[src/rtl/alu_seq_multiplier_pkg.sv]
// ----------------------------------------------------------------------------
// alu_mult_pkg
//   Shared types and elaboration-time helpers for the iterative shift-and-add
//   multiplier (alu_seq_multiplier) and its partial-product row.
//   Contents:
//     state_t      FSM state encoding {IDLE, RUN, DONE}
//     calc_n       number of RUN cycles per product (WIDTH / STEP)
//     count_width  width of the RUN-cycle counter, $clog2(N+1)
// ----------------------------------------------------------------------------
package alu_mult_pkg;

    typedef enum logic [1:0] {
        IDLE = 2'd0,
        RUN  = 2'd1,
        DONE = 2'd2
    } state_t;

    function automatic int calc_n(input int width, input int step);
        return width / step;
    endfunction

    function automatic int count_width(input int width, input int step);
        return $clog2(calc_n(width, step) + 1);
    endfunction

endpackage : alu_mult_pkg

[src/rtl/alu_seq_multiplier_if.sv]
// ----------------------------------------------------------------------------
// alu_seq_multiplier_if
//   Operand/result handshake bundle between the ALU execute stage (master)
//   and the sequential multiplier (slave).
//   Signals:
//     in_valid / in_ready    operand handshake
//     in1, in2               multiplicand, multiplier (WIDTH bits)
//     is_signed              two's-complement operands; present only when
//                            ALU_SIGNED_MULT_EN is defined
//     out_valid / out_ready  product handshake; product held until taken
//     out                    2*WIDTH product
//     zero                   out == 0, qualified by out_valid
//     busy                   unit is not idle
// ----------------------------------------------------------------------------
interface alu_seq_multiplier_if #(
    parameter int WIDTH = 8
);
    logic                 in_valid;
    logic                 in_ready;
    logic [WIDTH-1:0]     in1;
    logic [WIDTH-1:0]     in2;
`ifdef ALU_SIGNED_MULT_EN
    logic                 is_signed;
`endif
    logic                 out_valid;
    logic                 out_ready;
    logic [2*WIDTH-1:0]   out;
    logic                 zero;
    logic                 busy;

    modport master (
`ifdef ALU_SIGNED_MULT_EN
        output is_signed,
`endif
        output in_valid,
        input  in_ready,
        output in1,
        output in2,
        input  out_valid,
        output out_ready,
        input  out,
        input  zero,
        input  busy
    );

    modport slave (
`ifdef ALU_SIGNED_MULT_EN
        input  is_signed,
`endif
        input  in_valid,
        output in_ready,
        input  in1,
        input  in2,
        output out_valid,
        input  out_ready,
        output out,
        output zero,
        output busy
    );

endinterface : alu_seq_multiplier_if

[src/rtl/alu_seq_multiplier_pp_row.sv]
// ----------------------------------------------------------------------------
// alu_pp_row
//   Combinational partial-product row: the multiplicand is AND-masked by each
//   of the STEP low multiplier bits and the masked copies are summed, each
//   shifted by its bit position, into a WIDTH+STEP bit partial product.
//   Ports:
//     mcand  in   WIDTH        multiplicand
//     bits   in   STEP         multiplier bits retired this cycle
//     pp     out  WIDTH+STEP   partial product (unshifted by cycle count)
// ----------------------------------------------------------------------------
module alu_pp_row #(
    parameter int WIDTH = 8,
    parameter int STEP  = 1
) (
    input  logic [WIDTH-1:0]      mcand,
    input  logic [STEP-1:0]       bits,
    output logic [WIDTH+STEP-1:0] pp
);

    localparam int PP_W = WIDTH + STEP;

    // NOTE: combinational blocks use blocking '=' and assign every output a
    // default first, so the running sum is evaluated in order and no latch
    // is inferred.
    always_comb begin
        pp = '0;
        for (int b = 0; b < STEP; b++) begin
            pp = pp + (PP_W'(mcand & {WIDTH{bits[b]}}) << b);
        end
    end

endmodule : alu_pp_row

[src/rtl/alu_seq_multiplier.sv]
// ----------------------------------------------------------------------------
// alu_seq_multiplier
//   Iterative shift-and-add multiplier for the ALU execute stage. Retires STEP
//   multiplier bits per cycle, so a product takes N = WIDTH/STEP RUN cycles
//   and returns the full 2*WIDTH result. Valid/ready on both sides.
//   Optional feature macro: ALU_SIGNED_MULT_EN adds the is_signed operand
//   flag; signed products are formed from operand magnitudes and the result
//   is negated on entry to DONE (no extra cycle).
//   Parameters:
//     WIDTH  operand width, >= 2
//     STEP   multiplier bits per cycle, 1 or 2; WIDTH % STEP == 0
//   Ports:
//     clk      in   clock
//     reset_n  in   asynchronous active-low reset
//     bus      slave modport of alu_seq_multiplier_if
// ----------------------------------------------------------------------------
module alu_seq_multiplier
    import alu_mult_pkg::*;
#(
    parameter int WIDTH = 8,
    parameter int STEP  = 1
) (
    input  logic                  clk,
    input  logic                  reset_n,
    alu_seq_multiplier_if.slave   bus
);

    localparam int N     = calc_n(WIDTH, STEP);
    localparam int CNT_W = count_width(WIDTH, STEP);
    localparam int OUT_W = 2 * WIDTH;
    localparam int ACC_W = 2 * WIDTH + STEP;
    localparam int PP_W  = WIDTH + STEP;
    localparam int SH_W  = $clog2(ACC_W);
    localparam logic [CNT_W-1:0] LAST_COUNT = CNT_W'(N - 1);

    // Reject illegal configurations at elaboration.
    if (WIDTH < 2) begin : g_bad_width
        $error("alu_seq_multiplier: WIDTH must be >= 2");
    end
    if (STEP != 1 && STEP != 2) begin : g_bad_step
        $error("alu_seq_multiplier: STEP must be 1 or 2");
    end
    if (WIDTH % STEP != 0) begin : g_bad_ratio
        $error("alu_seq_multiplier: WIDTH must be a multiple of STEP");
    end

    state_t             state_q, state_d;
    logic [WIDTH-1:0]   mcand_q, mplier_q;
    logic [ACC_W-1:0]   acc_q;
    logic [CNT_W-1:0]   count_q;
    logic [OUT_W-1:0]   out_q;

    logic               accept;
    logic               run_last;
    logic               in_ready_c;
    logic               out_valid_c;

    logic [WIDTH-1:0]   mag_in1, mag_in2;
    logic [PP_W-1:0]    pp;
    logic [SH_W-1:0]    shamt;
    logic [ACC_W-1:0]   acc_next;
    logic [OUT_W-1:0]   acc_low;
    logic [OUT_W-1:0]   result;

`ifdef ALU_SIGNED_MULT_EN
    logic               sign_q;
    logic               sign_in;

    // Signed operands are reduced to magnitudes; -2^(WIDTH-1) negates to
    // itself, which read as unsigned is exactly its magnitude.
    always_comb begin
        mag_in1 = bus.in1;
        mag_in2 = bus.in2;
        sign_in = 1'b0;
        if (bus.is_signed) begin
            mag_in1 = bus.in1[WIDTH-1] ? -bus.in1 : bus.in1;
            mag_in2 = bus.in2[WIDTH-1] ? -bus.in2 : bus.in2;
            sign_in = bus.in1[WIDTH-1] ^ bus.in2[WIDTH-1];
        end
    end
`else
    assign mag_in1 = bus.in1;
    assign mag_in2 = bus.in2;
`endif

    // ------------------------------------------------------------------
    // RUN datapath: one partial-product row, placed at bit count*STEP.
    // ------------------------------------------------------------------
    alu_pp_row #(
        .WIDTH (WIDTH),
        .STEP  (STEP)
    ) u_pp_row (
        .mcand (mcand_q),
        .bits  (mplier_q[STEP-1:0]),
        .pp    (pp)
    );

    assign shamt    = SH_W'(count_q) * SH_W'(STEP);
    assign acc_next = acc_q + (ACC_W'(pp) << shamt);
    assign acc_low  = acc_next[OUT_W-1:0];

`ifdef ALU_SIGNED_MULT_EN
    assign result = sign_q ? -acc_low : acc_low;
`else
    assign result = acc_low;
`endif

    // ------------------------------------------------------------------
    // FSM: state register and next-state / output decode.
    // ------------------------------------------------------------------
    // NOTE: sequential state uses non-blocking '<=' so every flop samples
    // pre-edge values regardless of process ordering.
    always_ff @(posedge clk or negedge reset_n) begin
        if (!reset_n) begin
            state_q <= IDLE;
        end else begin
            state_q <= state_d;
        end
    end

    always_comb begin
        state_d     = state_q;
        accept      = 1'b0;
        run_last    = 1'b0;
        in_ready_c  = 1'b0;
        out_valid_c = 1'b0;
        unique case (state_q)
            IDLE: begin
                in_ready_c = 1'b1;
                if (bus.in_valid) begin
                    accept  = 1'b1;
                    state_d = RUN;
                end
            end
            RUN: begin
                // No early exit: every product takes exactly N RUN cycles.
                if (count_q == LAST_COUNT) begin
                    run_last = 1'b1;
                    state_d  = DONE;
                end
            end
            DONE: begin
                out_valid_c = 1'b1;
                if (bus.out_ready) begin
                    state_d = IDLE;
                end
            end
            default: state_d = IDLE;
        endcase
    end

    // ------------------------------------------------------------------
    // Operand, accumulator, counter and result registers.
    // ------------------------------------------------------------------
    always_ff @(posedge clk or negedge reset_n) begin
        if (!reset_n) begin
            mcand_q  <= '0;
            mplier_q <= '0;
            acc_q    <= '0;
            count_q  <= '0;
            out_q    <= '0;
`ifdef ALU_SIGNED_MULT_EN
            sign_q   <= 1'b0;
`endif
        end else if (accept) begin
            mcand_q  <= mag_in1;
            mplier_q <= mag_in2;
            acc_q    <= '0;
            count_q  <= '0;
`ifdef ALU_SIGNED_MULT_EN
            sign_q   <= sign_in;
`endif
        end else if (state_q == RUN) begin
            acc_q    <= acc_next;
            mplier_q <= mplier_q >> STEP;
            count_q  <= count_q + CNT_W'(1);
            // The result register only changes on entry to DONE, so it holds
            // its last product through DONE and the following IDLE period.
            if (run_last) begin
                out_q <= result;
            end
        end
    end

    // in_ready is held low while reset is asserted.
    assign bus.in_ready  = in_ready_c & reset_n;
    assign bus.out_valid = out_valid_c;
    assign bus.out       = out_q;
    assign bus.zero      = out_valid_c & (out_q == '0);
    assign bus.busy      = (state_q != IDLE);

endmodule : alu_seq_multiplier

[src/flat_wrapper.sv]
// flat-port wrapper written by rule: the top's interface ports become plain ports
module alu_seq_multiplier_flat import alu_mult_pkg::*;
#(
    parameter int WIDTH = 8,
    parameter int STEP  = 1
)
  (clk, reset_n, bus_in_valid, bus_in_ready, bus_in1, bus_in2, bus_out_valid, bus_out_ready, bus_out, bus_zero, bus_busy);
  alu_seq_multiplier_if #(.WIDTH(WIDTH)) bus_i ();
  input  logic clk;
  input  logic reset_n;
  input wire logic [$bits(bus_i.in_valid)-1:0] bus_in_valid;
  output wire logic [$bits(bus_i.in_ready)-1:0] bus_in_ready;
  input wire logic [$bits(bus_i.in1)-1:0] bus_in1;
  input wire logic [$bits(bus_i.in2)-1:0] bus_in2;
  output wire logic [$bits(bus_i.out_valid)-1:0] bus_out_valid;
  input wire logic [$bits(bus_i.out_ready)-1:0] bus_out_ready;
  output wire logic [$bits(bus_i.out)-1:0] bus_out;
  output wire logic [$bits(bus_i.zero)-1:0] bus_zero;
  output wire logic [$bits(bus_i.busy)-1:0] bus_busy;
  assign bus_i.in_valid = bus_in_valid;
  assign bus_in_ready = bus_i.in_ready;
  assign bus_i.in1 = bus_in1;
  assign bus_i.in2 = bus_in2;
  assign bus_out_valid = bus_i.out_valid;
  assign bus_i.out_ready = bus_out_ready;
  assign bus_out = bus_i.out;
  assign bus_zero = bus_i.zero;
  assign bus_busy = bus_i.busy;
  alu_seq_multiplier #(.WIDTH(WIDTH), .STEP(STEP)) u_core (.clk(clk), .reset_n(reset_n), .bus(bus_i));
endmodule
[config.mk]
export PLATFORM = sky130hd
export DESIGN_NAME = alu_seq_multiplier_flat
export DESIGN_NICKNAME = d
export VERILOG_FILES = /design/src/rtl/alu_seq_multiplier_pkg.sv /design/src/rtl/alu_seq_multiplier_if.sv /design/src/rtl/alu_seq_multiplier_pp_row.sv /design/src/rtl/alu_seq_multiplier.sv /design/src/flat_wrapper.sv
export SDC_FILE = /design/constraint.sdc
export NUM_CORES = 1
export LEC_CHECK = 0
export CAP_MARGIN = 20
export CORE_MARGIN = 5
export CORE_UTILIZATION = 40
export DETAILED_ROUTE_END_ITERATION = 16
export HOLD_SLACK_MARGIN = 0.08
export PLACE_DENSITY = 0.59
export SLEW_MARGIN = 20
export SYNTH_ARGS = -nofsm -noshare
export SYNTH_HDL_FRONTEND = slang
export SYNTH_HIERARCHICAL = 1
export SYNTH_SLANG_ARGS = --single-unit
[constraint.sdc]
create_clock -name clk -period 7.8 [get_ports clk]
set_input_delay 1.56 -clock clk [delete_from_list [all_inputs] [get_ports clk]]
set_output_delay 1.56 -clock clk [all_outputs]
set_load 0.01 [all_outputs]
==> results of run 1 <==
==> metal layers <==
metal | global-route usage | vias up | wire, um
met1 | 0.2055 | 1203 | 3475
li1 | - | 1345 | -
met3 | 0.02571 | 6 | 307
met4 | 0.04352 | 0 | 75
met2 | 0.2334 | 48 | 3136
met5 | 0 | - | 0
==> synth_stat cells, types with 2 or more instances <==
master,n
clkbuf_1,16
inv_1,2
a21o_1,3
nor4_1,4
nand2_1,80
nand3_1,16
a22oi_1,7
mux2i_1,12
o21ai_1,36
o22ai_1,4
xnor2_1,7
nand2b_1,3
nand4_1,4
o21a_1,5
and2_1,11
xor2_1,7
nor2b_1,4
nor3_1,5
o21bai_1,2
and3_1,2
nor2_1,10
mux2_1,4
mux2_2,5
a22o_1,6
ha_1,16
dfrtp_1,54
a21oi_1,15
==> how the worst min path moves through the flow <==
| stage | startpoint | endpoint | slack [ns] |
|---|---|---|---|
| 2_1_floorplan | u_core/mcand_q[0] | u_core/mcand_q[0] | 0.44 |
| 3_3_place_gp | u_core/mcand_q[6] | u_core/mcand_q[6] | 0.45 |
| 3_5_place_dp | u_core/mcand_q[3] | u_core/mcand_q[3] | 0.46 |
| 4_1_cts | u_core/mcand_q[3] | u_core/mcand_q[3] | 0.48 |
| 5_1_grt | u_core/mcand_q[4] | u_core/mcand_q[4] | 0.49 |
| 6_report | u_core/mcand_q[3] | u_core/mcand_q[3] | 0.47 |
==> state kept, by name, indices dropped and copies added (netlist names) <==
register	flops
u_core/acc_q	16
u_core/bus.out	16
u_core/mcand_q	8
u_core/mplier_q	8
u_core/count_q	4
u_core/state_q	2
==> cells in the final DEF (no fill, tap or decap), types with 2 or more instances in the layout <==
cell type / netlist / final
o21a_1: 5 / 5
a21o_1: 3 / 3
o21bai_1: 2 / 2
o21ai_1: 36 / 36
clkbuf_1: 16 / 2
nand3_1: 16 / 16
a22o_1: 6 / 6
nor2_1: 10 / 10
mux2_1: 4 / 4
xnor2_1: 7 / 7
nor3_1: 5 / 5
nand2_1: 80 / 80
buf_4: 1 / 3
o22ai_1: 4 / 4
and2_1: 11 / 11
and3_1: 2 / 2
nand4_1: 4 / 4
clkdlybuf4s50_1: 0 / 38
nand2b_1: 3 / 3
nor4_1: 4 / 4
clkbuf_8: 0 / 5
a21oi_1: 15 / 15
ha_1: 16 / 16
mux2_2: 5 / 5
a22oi_1: 7 / 7
nor2b_1: 4 / 4
inv_1: 2 / 2
dfrtp_1: 54 / 54
xor2_1: 7 / 7
mux2i_1: 12 / 12
==> logic make-up after synthesis <==
family	count (synthesis)	share of synthesized area
muxes	22	0.07494
AOI/OAI and AO/OA	88	0.1722
buffers and inverters	23	0.03036
DFF	54	0.4151
and+or+nand+nor	144	0.2010
xor gates and xnor gates	14	0.03766
adders and majority gates	17	0.06764
other	1	0.001152
==> power by group through the flow <==
stage,clock network [W],registers (W),logic (W)
floorplan,0,0.000506,0.000704
global placement,0,0.000546,0.000923
detailed placement,0,0.000549,0.000936
CTS,0.000191,0.000544,0.000939
global route,0.000200,0.000566,0.00105
finish,0.000184,0.000543,0.000931
==> stage by stage <==
| stage | util | cell area (um2) | std cells | worst slack (ns) |
|---|---|---|---|---|
| after floorplan | - | 3256 | 363 | 4.534 |
| after global placement | 0.4605 | 3707 | 490 | 3.243 |
| after detailed placement | 0.4605 | 3707 | 490 | 3.235 |
| after CTS | 0.4737 | 3814 | 498 | 3.236 |
| after global routing | 0.4737 | 3814 | 498 | 3.138 |
| final | 0.4737 | 3814 | 498 | 3.309 |
==> critical path, stage by stage <==
cell             delay (ns)
buf_2                  0.08
buf_4                  0.53
and2_1                 0.22
clkdlybuf4s50_1        0.54
==> layout make-up <==
cell class / instances / area (um2) / share of cell area
tap: 105 / 131.4 / 0.03445
timing repair buffer: 42 / 407.9 / 0.1070
sequential: 54 / 1351 / 0.3543
multi-input combinational: 286 / 1805 / 0.4734
inverter: 3 / 11.26 / 0.002953
clock inverter: 1 / 30.03 / 0.007874
clock buffer: 7 / 76.32 / 0.02001
==> reports/qor.yml, run 1 <==
outcome:
  outcome: "finished clean"
layout:
  drive_above_1_share: 0.05344
  final_nets: 429
  n_antenna_cell: 0
  syn_to_final_growth_pct: 17.14
  nFillCells: 809
power:
  seqPwrFrac: 0.327
  p_leak_nw: 1.722
  switchingPower_w: 0.0007363
  switching_share: 0.4441
  power.density_nw_per_um2: 434.7
  ir_drop_mv: 0.1477
  power_frac_comb: 0.561
  p_int_w: 0.0009217
  clock_power_share: 0.111
  power_w: 0.001658
route:
  via_per_inst: 5.225
  drt_iter0_drc: 115
  wl_um: 6995
  detail-route-antenna-nets: 0
  wl_per_cell_um: 14.05
  first_pass_iters: 5
  drc: 0
  vias: 2602
clocking:
  post_cts_resized: 0
  cts_sinks: 54
  path_clk_slew_ns: 0.09
  clockBufferDepth: 2
  clkLatencyLatePin_ns: 0.30
  cts-root-buf: "clkbuf_8"
  ctsHoldBuffers: 0
  cts_tree: "built"
  cts_setup_buffers: 0
  cts_htree_levels: 2
  cts_buffers: 5
timing:
  hold_viol: 0
  post-route-period-util: 0.5757
  slew_violations: 0
  setup-tns-final_ns: 0
  hold_ws_ns: 0.4734
  slew_headroom: 0.3562
  setup_violations: 0
  skew_ns: 0.005535
  worst_pin_slew_ns: 0.9630
  period_minus_slack_ns: 4.491
  max_freq_mhz: 222.7
  rsz0062_at_grt: "false"
worst_setup_path:
  reg2reg_depth: 11
  startpoint_type: "input port"
  critPathRequiredTime_ns: 6.24
  r2r_slack_ns: 4.25
  r2r_start: "u_core/count_q[0]"
  worst_ep_arrival_time_ns: 2.93
  reg2reg_to: "u_core/acc_q[12]"
  crit_start: "reset_n"
  crit_path_end_kind: "output pin"
  path_max_fanout: 55
  crit_end: "bus_in_ready"
  criticalPathCategory: "in2out"
synthesis:
  synth_top_area_frac: 0.4151
  ys_top_cells_by_area: "dfrtp_1 (42%), nand2_1 (9.2%), ha_1 (6.1%), o21ai_1 (5.5%), mux2i_1 (3.7%)"
  yosys.area.top_type: "dfrtp_1"
  ys_warn_count: 6
  syn_inst: 363
  ys_ff_latch: 54
  synthDistinctLibCells: 50
  synth_edf_count: 0
  ys_seq_area_frac: 0.4151
  synth_fp_nets: 400
  syn_area_um2: 3256
  syn_area_per_cell_um2: 8.969
  synth_ff_type: "dfrtp_1"
  async_flop_share: 1.000
floorplan:
  initial_core_util: 0.4044
  rows: 33
  fp.dieH_um: 100.2
  core-area_um2: 8051
  die_w_um: 100.2
  io_pins: 40
  fp.dieArea_um2: 10040
global_route:
  grt.overflow.total: 0
  grt_max_degree: 56
  grt_pass1_vias: 2457
  grt_pass1_wl_um: 11910
  antenna_found_initial: 0
  grt_use_total: 0.1470
placed_design:
  gp_congestion: 0.8875
  dpl.hpwl_um: 5187
  io_buffers: 39
worst_hold_path:
  hold_path_class: "reg2reg"
  holdPathStages: 2
flow_run:
  drv_cap: 0
Note: power is estimated with default switching activity, not from simulation.
==> run 2, diff against run 1 <==
- clock period: 7.8 -> 4.2 ns (I/O delays scaled with it)
==> reports/qor.yml, run 2 (synthesis results as in run 1) <==
layout:
  multi_input_area_um2: 1808  # +0.14%
  mostFrequentLayoutCells: "nand2_1 (80), dfrtp_1 (54), clkdlybuf4s50_1 (38), o21ai_1 (36)"
  nFillCells: 786  # -2.8%
  final_area_um2: 3792  # -0.56%
  final_nets: 429  # unchanged
  syn_to_final_growth_pct: 16.49
  n_antenna_cell: 0  # unchanged
  drive_above_1_share: 0.05627  # +0.002831
  mostFrequentLayoutCell: "nand2_1"
  seq_area_um2: 1351  # unchanged
timing:
  post-route-period-util: 0.8212
  setup_violations: 0  # unchanged
  skew_ns: 0.005297  # -0.0002376 ns
  setup-tns-final_ns: 0  # unchanged
  max_freq_mhz: 289.9
  period_minus_slack_ns: 3.449
  slew_headroom: 0.3290  # -0.02716
  rsz0062_at_grt: "false"
  slew_violations: 0  # unchanged
  hold_viol: 0  # unchanged
  worst_pin_slew_ns: 1.004  # +0.04063 ns
worst_setup_path:
  crit_family: "compound AO/OA/AOI/OAI gates"
  criticalPathCategory: "reg2reg"
  startpoint_type: "register"
  crit_path_frequent_cell: "o21ai_1"
  critPathSlowestCell: "dfrtp_1"
  path_max_fanout: 16  # -71%
  crit_path_end_kind: "register"
  crit_path_cell_trace: "mux2i_1 > or3_1 > o21ai_1 > nor2b_1 > ha_1 > and3_1 > a221oi_2 > o31ai_2 > and4_1 > a221oi_1 > o21ai_1"
  worst_ep_arrival_time_ns: 3.60  # +0.67 ns
  timing.critical_path.buf_inv: 0  # -3
  cpPeakStageDelay_ns: 0.72  # +0.18 ns
  cp.depth: 11  # +7
  critPathRequiredTime_ns: 4.35  # -1.89 ns
  reg2reg_depth: 11  # unchanged
clocking:
  clockBufferDepth: 2  # unchanged
  clkLatencyLatePin_ns: 0.30  # about the same
  post_cts_resized: 0  # unchanged
  cts_tree: "built"
  cts_htree_levels: 2  # unchanged
  cts-root-buf: "clkbuf_8"
  path_clk_slew_ns: 0.09  # about the same
  cts_buffers: 5  # unchanged
  ctsHoldBuffers: 0  # unchanged
  cts_setup_buffers: 0  # unchanged
  cts_sinks: 54  # unchanged
outcome:
  outcome: "finished clean"
placed_design:
  dpl.hpwl_um: 5458  # +5.2%
  gp_congestion: 0.8742  # -1.5%
  io_buffers: 39  # unchanged
  dpl-instance-area_um2: 3707  # unchanged
route:
  vias: 2611  # +0.35%
  detail-route-antenna-nets: 0  # unchanged
  via_per_inst: 5.264  # +0.75%
  wl_per_cell_um: 14.75  # +5.0%
  first_pass_iters: 4  # -1
  wl_um: 7318  # +4.6%
  drt_iter0_drc: 123  # +7.0%
  drc: 0  # unchanged
power:
  p_leak_nw: 1.712  # -0.55%
  ir_drop_mv: 0.2459  # +67%
  power.density_nw_per_um2: 803.2  # +85%
  power_w: 0.003046  # +84%
floorplan:
  initial_core_util: 0.4044  # unchanged
  die_w_um: 100.2  # unchanged
  io_pins: 40  # unchanged
  rows: 33  # unchanged
  fp.dieArea_um2: 10040  # unchanged
  core-area_um2: 8051  # unchanged
  fp.dieH_um: 100.2  # unchanged
global_route:
  grt_pass1_vias: 2542  # +3.5%
  antenna_found_initial: 0  # unchanged
  grt.overflow.total: 0  # unchanged
  grt_use_total: 0.1568  # +0.009823
  grt_pass1_wl_um: 12720  # +6.8%
  grt_max_degree: 55  # -1.8%
worst_hold_path:
  holdPathStages: 2  # unchanged
  hold_path_class: "reg2reg"
flow_run:
  drv_cap: 0  # unchanged
-- run 2: cell count changes in the layout (fill, tap and decap cells not counted) --
cell       before  now
bufinv_16       1    0
clkbuf_8        5    6
clkbuf_1        2    0
nor2_2          0    1
nor2_1         10    9
-- run 2: layer usage --
metal | wire (um) | share of wire | global-route usage | vias up
met3 | 358 | 0.049 | 0.03127 | 9
li1 | - | - | - | 1345
met4 | 138 | 0.019 | 0.05181 | 0
met1 | 3691 | 0.50 | 0.2204 | 1188
met2 | 3130 | 0.43 | 0.2421 | 69
met5 | 0 | 0 | 0 | -
-- run 2: layout make-up --
| cell class | count | share of cell area |
|---|---|---|
| multi-input combinational | 286 | 0.4767 |
| sequential | 54 | 0.3563 |
| timing repair buffer | 42 | 0.1076 |
| tap | 105 | 0.03464 |
| clock buffer | 6 | 0.02177 |
| inverter | 3 | 0.002969 |
-- run 2: path summary, 6_finish.rpt --
path | start | slack (ns) | endpoint
max in group asynchronous | reset_n | 3.06 | u_core/acc_q[14]
min | u_core/mcand_q[7] | 0.48 | u_core/mcand_q[7]
min reg2reg | u_core/mcand_q[7] | 0.48 | u_core/mcand_q[7]
max | u_core/count_q[0] | 0.75 | u_core/bus.out[12]
max reg2reg | u_core/count_q[0] | 0.75 | u_core/bus.out[12]
min in group asynchronous | reset_n | 0.69 | u_core/state_q[0]
-- run 2: per-stage QoR --
stage                       util  cells  setup slack (ns)  hold slack (ns)
after floorplan                -    363             1.016           0.4380
after CTS                 0.4707    496            0.7928           0.4841
after detailed placement  0.4605    490            0.7986           0.4608
final                     0.4710    496            0.7508           0.4790
after global placement    0.4605    490            0.8840           0.4525
after global routing      0.4710    496            0.5177           0.4980
-- run 2: worst min-delay path, cell delays in order, from the launching register on --
cell	delay (ns)
dfrtp_1	0.35
nand2_1	0.05
nand2_1	0.05
-- run 2: power breakdown --
group | switching, W | leakage (nW) | internal, W
combinational | 0.000976 | 0.992 | 0.000768
sequential | 0.000248 | 0.677 | 0.000767
clock | 0.000159 | 0.0431 | 0.000128
==> run 3, diff against run 2 <==
- PLACE_DENSITY: 0.59 -> 0.61
- clock period: 4.2 -> 2.9 ns (I/O delays scaled with it)
==> reports/qor.yml, run 3 (synthesis results as in run 1) <==
route:
  drc: 0  # unchanged
  wl_per_cell_um: 15.32  # +3.8%
  detail-route-antenna-nets: 0  # unchanged
  first_pass_iters: 4  # unchanged
  drt_iter0_drc: 80  # -35%
  vias: 2969  # +14%
  via_per_inst: 5.227  # -0.70%
  wl_um: 8701  # +19%
clocking:
  clkLatencyLatePin_ns: 0.31  # about the same
  cts_htree_levels: 2  # unchanged
  cts-root-buf: "clkbuf_8"
  cts_sinks: 54  # unchanged
  cts_tree: "built"
  path_clk_slew_ns: 0.10  # about the same
  cts_buffers: 5  # unchanged
  clockBufferDepth: 2  # unchanged
  ctsHoldBuffers: 0  # unchanged
worst_setup_path:
  criticalPathCategory: "reg2reg"
  reg2reg_depth: 12  # +1
  critPathSlowestCell: "dfrtp_2"
  crit_path_end_kind: "register"
  crit_family: "compound AO/OA/AOI/OAI gates"
  cp.depth: 12  # +1
  critPathRequiredTime_ns: 3.07  # -1.28 ns
  cpPeakStageDelay_ns: 0.46  # -0.26 ns
  r2r_slack_ns: -0.08  # -0.83 ns
  path_max_fanout: 8  # -8
  worst_ep_arrival_time_ns: 3.16  # -0.44 ns
  timing.critical_path.buf_inv: 0  # unchanged
  startpoint_type: "register"
  crit_path_cell_trace: "and2_1 > and2b_1 > nand2b_1 > nor3_1 > ha_2 > fa_2 > a21o_1 > a221oi_4 > o31ai_4 > o41ai_2 > xor2_1 > o21ai_1"
global_route:
  grt_pass1_wl_um: 13860  # +9.0%
  grt_use_met3: 0.02919  # -0.002085
  grt.overflow.total: 0  # unchanged
  met2_usage: 0.2798  # +0.03772
  met1_usage: 0.2319  # +0.01154
  grt_pass1_vias: 2910  # +14%
  grt_use_total: 0.1732  # +0.01636
  antenna_found_initial: 0  # unchanged
  gr-max-usage-layer: "met2"
  grt_max_degree: 55  # unchanged
floorplan:
  fp.dieArea_um2: 10040  # unchanged
  rows: 33  # unchanged
  fp.dieH_um: 100.2  # unchanged
  core-area_um2: 8051  # unchanged
  initial_core_util: 0.4044  # unchanged
  die_w_um: 100.2  # unchanged
  io_pins: 40  # unchanged
placed_design:
  io_buffers: 39  # unchanged
  dpl-instance-area_um2: 4093  # +10%
  gp_congestion: 0.8614  # -1.5%
  dpl.hpwl_um: 5994  # +9.8%
timing:
  skew_ns: 0.008338  # +0.003041 ns
  period_minus_slack_ns: 2.982  # -0.4669 ns
  hold_viol: 0  # unchanged
  max_freq_mhz: 335.3  # +16%
  slew_violations: 0  # unchanged
  setup-tns-final_ns: -0.2553  # -0.2553 ns
  rsz0062_at_grt: "true"
  post-route-period-util: 1.028  # +0.2071
  worst_slack_ns: -0.08222  # -0.8331 ns
  worst_pin_slew_ns: 0.9809  # -0.02277 ns
  setup_violations: 7  # +7
  slew_headroom: 0.3461  # +0.01705
outcome:
  violations: "negative setup slack"
  outcome: "finished, violations left"
layout:
  drive_above_1_share: 0.3089  # +0.2526
  n_antenna_cell: 0  # unchanged
  final_nets: 499  # +16%
  mostFrequentLayoutCell: "nand2_1"
  mostFrequentLayoutCells: "nand2_1 (76), buf_4 (66), dfrtp_1 (52), clkdlybuf4s50_1 (38), o21ai_1 (33)"
  final_area_um2: 4733  # +25%
  nFillCells: 711  # -9.5%
  syn_to_final_growth_pct: 45.39
flow_run:
  drv_cap: 0  # unchanged
power:
  p_leak_nw: 2.106  # +23%
  ir_drop_mv: 0.4482  # +82%
  power.density_nw_per_um2: 1273  # +59%
  power_w: 0.006028  # +98%
worst_hold_path:
  hold_path_class: "in2async"
## run 3: cell types whose count changed in the layout (fill, tap and decap cells not counted), moves of 6 or more
| cell | previous run | this run |
|---|---|---|
| mux2i_1 | 12 | 6 |
| buf_6 | 0 | 7 |
| and2_4 | 0 | 7 |
| and2_1 | 11 | 4 |
| buf_4 | 3 | 66 |
## run 3: worst reg2reg max path, cell delays in order, from the launching register on
cell and delay (ns):
dfrtp_2 0.46, and2_1 0.18, and2b_1 0.18, nand2b_1 0.12, nor3_1 0.08, ha_2 0.21
fa_2 0.34, a21o_1 0.23, a221oi_4 0.33, o31ai_4 0.11, o41ai_2 0.27, xor2_1 0.25
o21ai_1 0.08
## run 3: per-stage QoR
stage,setup slack (ns),util,hold slack [ns],std cells
2_1_floorplan,0.004632,-,0.2844,363
3_3_place_gp,-0.1609,0.5083,0.4545,540
3_5_place_dp,-0.2404,0.5083,0.4589,540
4_1_cts,-0.08175,0.5451,0.4395,559
5_1_grt,-0.2029,0.5879,0.4671,568
6_report,-0.08222,0.5879,0.4094,568
## run 3: per-layer routing
metal  part of all wire  routed length, um
met4              0.022                189
met1               0.46               4032
met2               0.48               4188
met3              0.033                291
met5                  0                  0
## run 3: layout make-up
type,instances,area [um2],area share
multi-input combinational,286,2161,0.4565
clock inverter,3,47.55,0.01004
sequential,54,1354,0.2860
timing repair buffer,112,959.7,0.2027
tap,105,131.4,0.02776
clock buffer,5,68.82,0.01454
inverter,3,11.26,0.002379
## run 3: final timing paths
path,from,to
max,u_core/mplier_q[0],u_core/acc_q[14]
min,reset_n,u_core/state_q[1]
max reg2reg,u_core/mplier_q[0],u_core/acc_q[14]
min reg2reg,u_core/mcand_q[5],u_core/mcand_q[5]
max in group asynchronous,reset_n,u_core/mplier_q[0]
min in group clk,u_core/mcand_q[5],u_core/mcand_q[5]
## run 3: timing repair
action                     4_1_cts  5_1_grt
resized for setup               22       53
setup buffers                   11        9
setup endpoints to repair       14       19
pin swaps                        8       17
## run 3: where the power goes
part / internal [W] / switching [W]
Combinational: 0.00208 / 0.00202
Sequential: 0.00112 / 0.000286
Clock: 0.000262 / 0.000263
Total: 0.00345 / 0.00257
==> patch: new RTL, settings of run 3 <==
Re-encode `state_t` (3 states) as one-hot, 3 bits wide.
--- a/src/rtl/alu_seq_multiplier_pkg.sv
+++ b/src/rtl/alu_seq_multiplier_pkg.sv
@@ -9,10 +9,10 @@
 // ----------------------------------------------------------------------------
 package alu_mult_pkg;
 
-    typedef enum logic [1:0] {
-        IDLE = 2'd0,
-        RUN  = 2'd1,
-        DONE = 2'd2
+    typedef enum logic [2:0] {
+        IDLE = 3'b001,
+        RUN  = 3'b010,
+        DONE = 3'b100
     } state_t;
 
     function automatic int calc_n(input int width, input int step);
Behaviour: same outputs for any inputs over 4 cycles, from zero or initial values and one cycle with reset_n low; so few cycles prove little.
==> patch against run 3 <==
  * The flow still finishes with violations (negative setup slack)
  * Worst setup slack worse by 0.068 ns
  * Sequential cell count up 1
  * Largest cell class unchanged
  * Cell area down 0.26%
  * Synthesized area up 5.1%
  * Routed wire length up 7.7%
  * Hold slack better by 0.059 ns
  * Largest power group unchanged
  * Fmax down 2.2%
  * Critical endpoint unchanged
  * Core utilization down 1.6 points
  * Final cell count up 1.6%
  * Power down 30%
  * Sequential share of layout area up 0.58 points
  * Sequential power down 21%
==> patch: results (changes against run 3) <==
- The run finished, with violations left.
- The final reports fail on negative setup slack.
- The cell count of the worst reg-to-reg path was 14 (+2).
- The worst setup margin came to -0.1497 ns (-0.06750 ns).
- The met2 track utilization from global routing is 30.83% (+2.9 points).
- The data arrival time of the critical path was 3.22 ns (+0.06 ns).
- The post-route worst hold slack came to 0.4688 ns (+0.05939 ns).
- The maximum fanout count along the critical path is 5 (-3).
- The met3 wire length is 312 µm (+7.2%).
- The first-pass GRT wire length is 15.25 mm (+10%).
- The peak supply drop is 495.4 µV (+11%).
- The first-iteration detailed-routing DRC count was 106 (+33%).
- The count of final setup violators is 8 (+1).
- After synthesis, the cell types taking the most area are sky130_fd_sc_hd__dfrtp_1, sky130_fd_sc_hd__nand2_1, sky130_fd_sc_hd__ha_1.
- The clock skew after layout is 0.007947 ns (-0.0003906 ns).
- The number of cells after detailed placement is 556 (+3.0%).
- The met3 demand-to-capacity share in global routing is 2.639% (-0.28 points).
- The number of nets in the layout is 508 (+1.8%).
- The number of fill cells in the layout is 733 (+3.1%).
- The wire length on met2 is 4.743 mm (+13%).
- The routed length on met1 came to 4.113 mm (+2.0%).
- The detail-routed net length per standard cell is 16.25 µm (+6.1%).
- The register area share after synthesis came to 40.24% (-1.3 points).
- The post-route setup TNS is -0.5428 ns (-0.2875 ns).
- The detailed-route via count came to 3144 (+5.9%).
- The number of distinct library cells after synthesis is 54 (+8.0%).
- The cell with the biggest individual delay on the critical path is sky130_fd_sc_hd__dfrtp_1.
- The leakage power is 2.173 nW (+3.1%).
- The largest incremental delay on the critical path came to 0.40 ns (-0.06 ns).
- The worst slew slack as a fraction of its limit was 51.08% (+16 points).
==> patch: cell types whose count changed after synthesis, sizes merged, moves of 5 or more <==
cell	delta
a21oi	+5
nand2	-14
nor2	+5
nand3	-9
buf	+5
o22ai	+11
a22oi	-6
mux2i	+7
==> patch: power breakdown <==
group	switching [W]	internal, W	total (W)
Sequential	0.000136	0.000974	0.00111
Clock	0.000278	0.000171	0.000449
Combinational	0.00133	0.00133	0.00266
==> patch: per-stage QoR <==
stage	setup WS (ns)	power, W	cell area, µm²
after floorplan	0.04866	0.002399	3426
after global placement	-0.1778	0.003283	4245
after detailed placement	-0.2137	0.003321	4245
after CTS	-0.08041	0.003980	4539
after global routing	-0.2741	0.004546	4721
final	-0.1497	0.004218	4721
==> patch: cells by family after synthesis <==
group	synth area share [%]
and+or+nand+nor	17.62
other	0.1095
buffers and inverters	3.801
xor gates and xnor gates	4.094
AOI/OAI and AO/OA	17.54
DFF	40.24
adders and majority gates	6.433
muxes	10.16
==> patch: repair_timing <==
item | 4_1_cts | 5_1_grt
endpoints found under the setup margin | 16 | 20
gates resized for setup | 40 | 38
pin swaps | 28 | 26
buffers inserted | 9 | 4
cloned | 0 | 0
==> patch: final cells by class <==
| class | count | area, µm² | area share (%) |
|---|---|---|---|
| clock buffers | 5 | 68.82 | 1.458 |
| clock inverters | 3 | 18.77 | 0.3976 |
| well taps | 105 | 131.4 | 2.783 |
| flip-flops and latches | 55 | 1378 | 29.18 |
| repair buffers | 106 | 893.4 | 18.92 |
| inverters | 8 | 30.03 | 0.6361 |
| multi-input cells | 295 | 2201 | 46.62 |
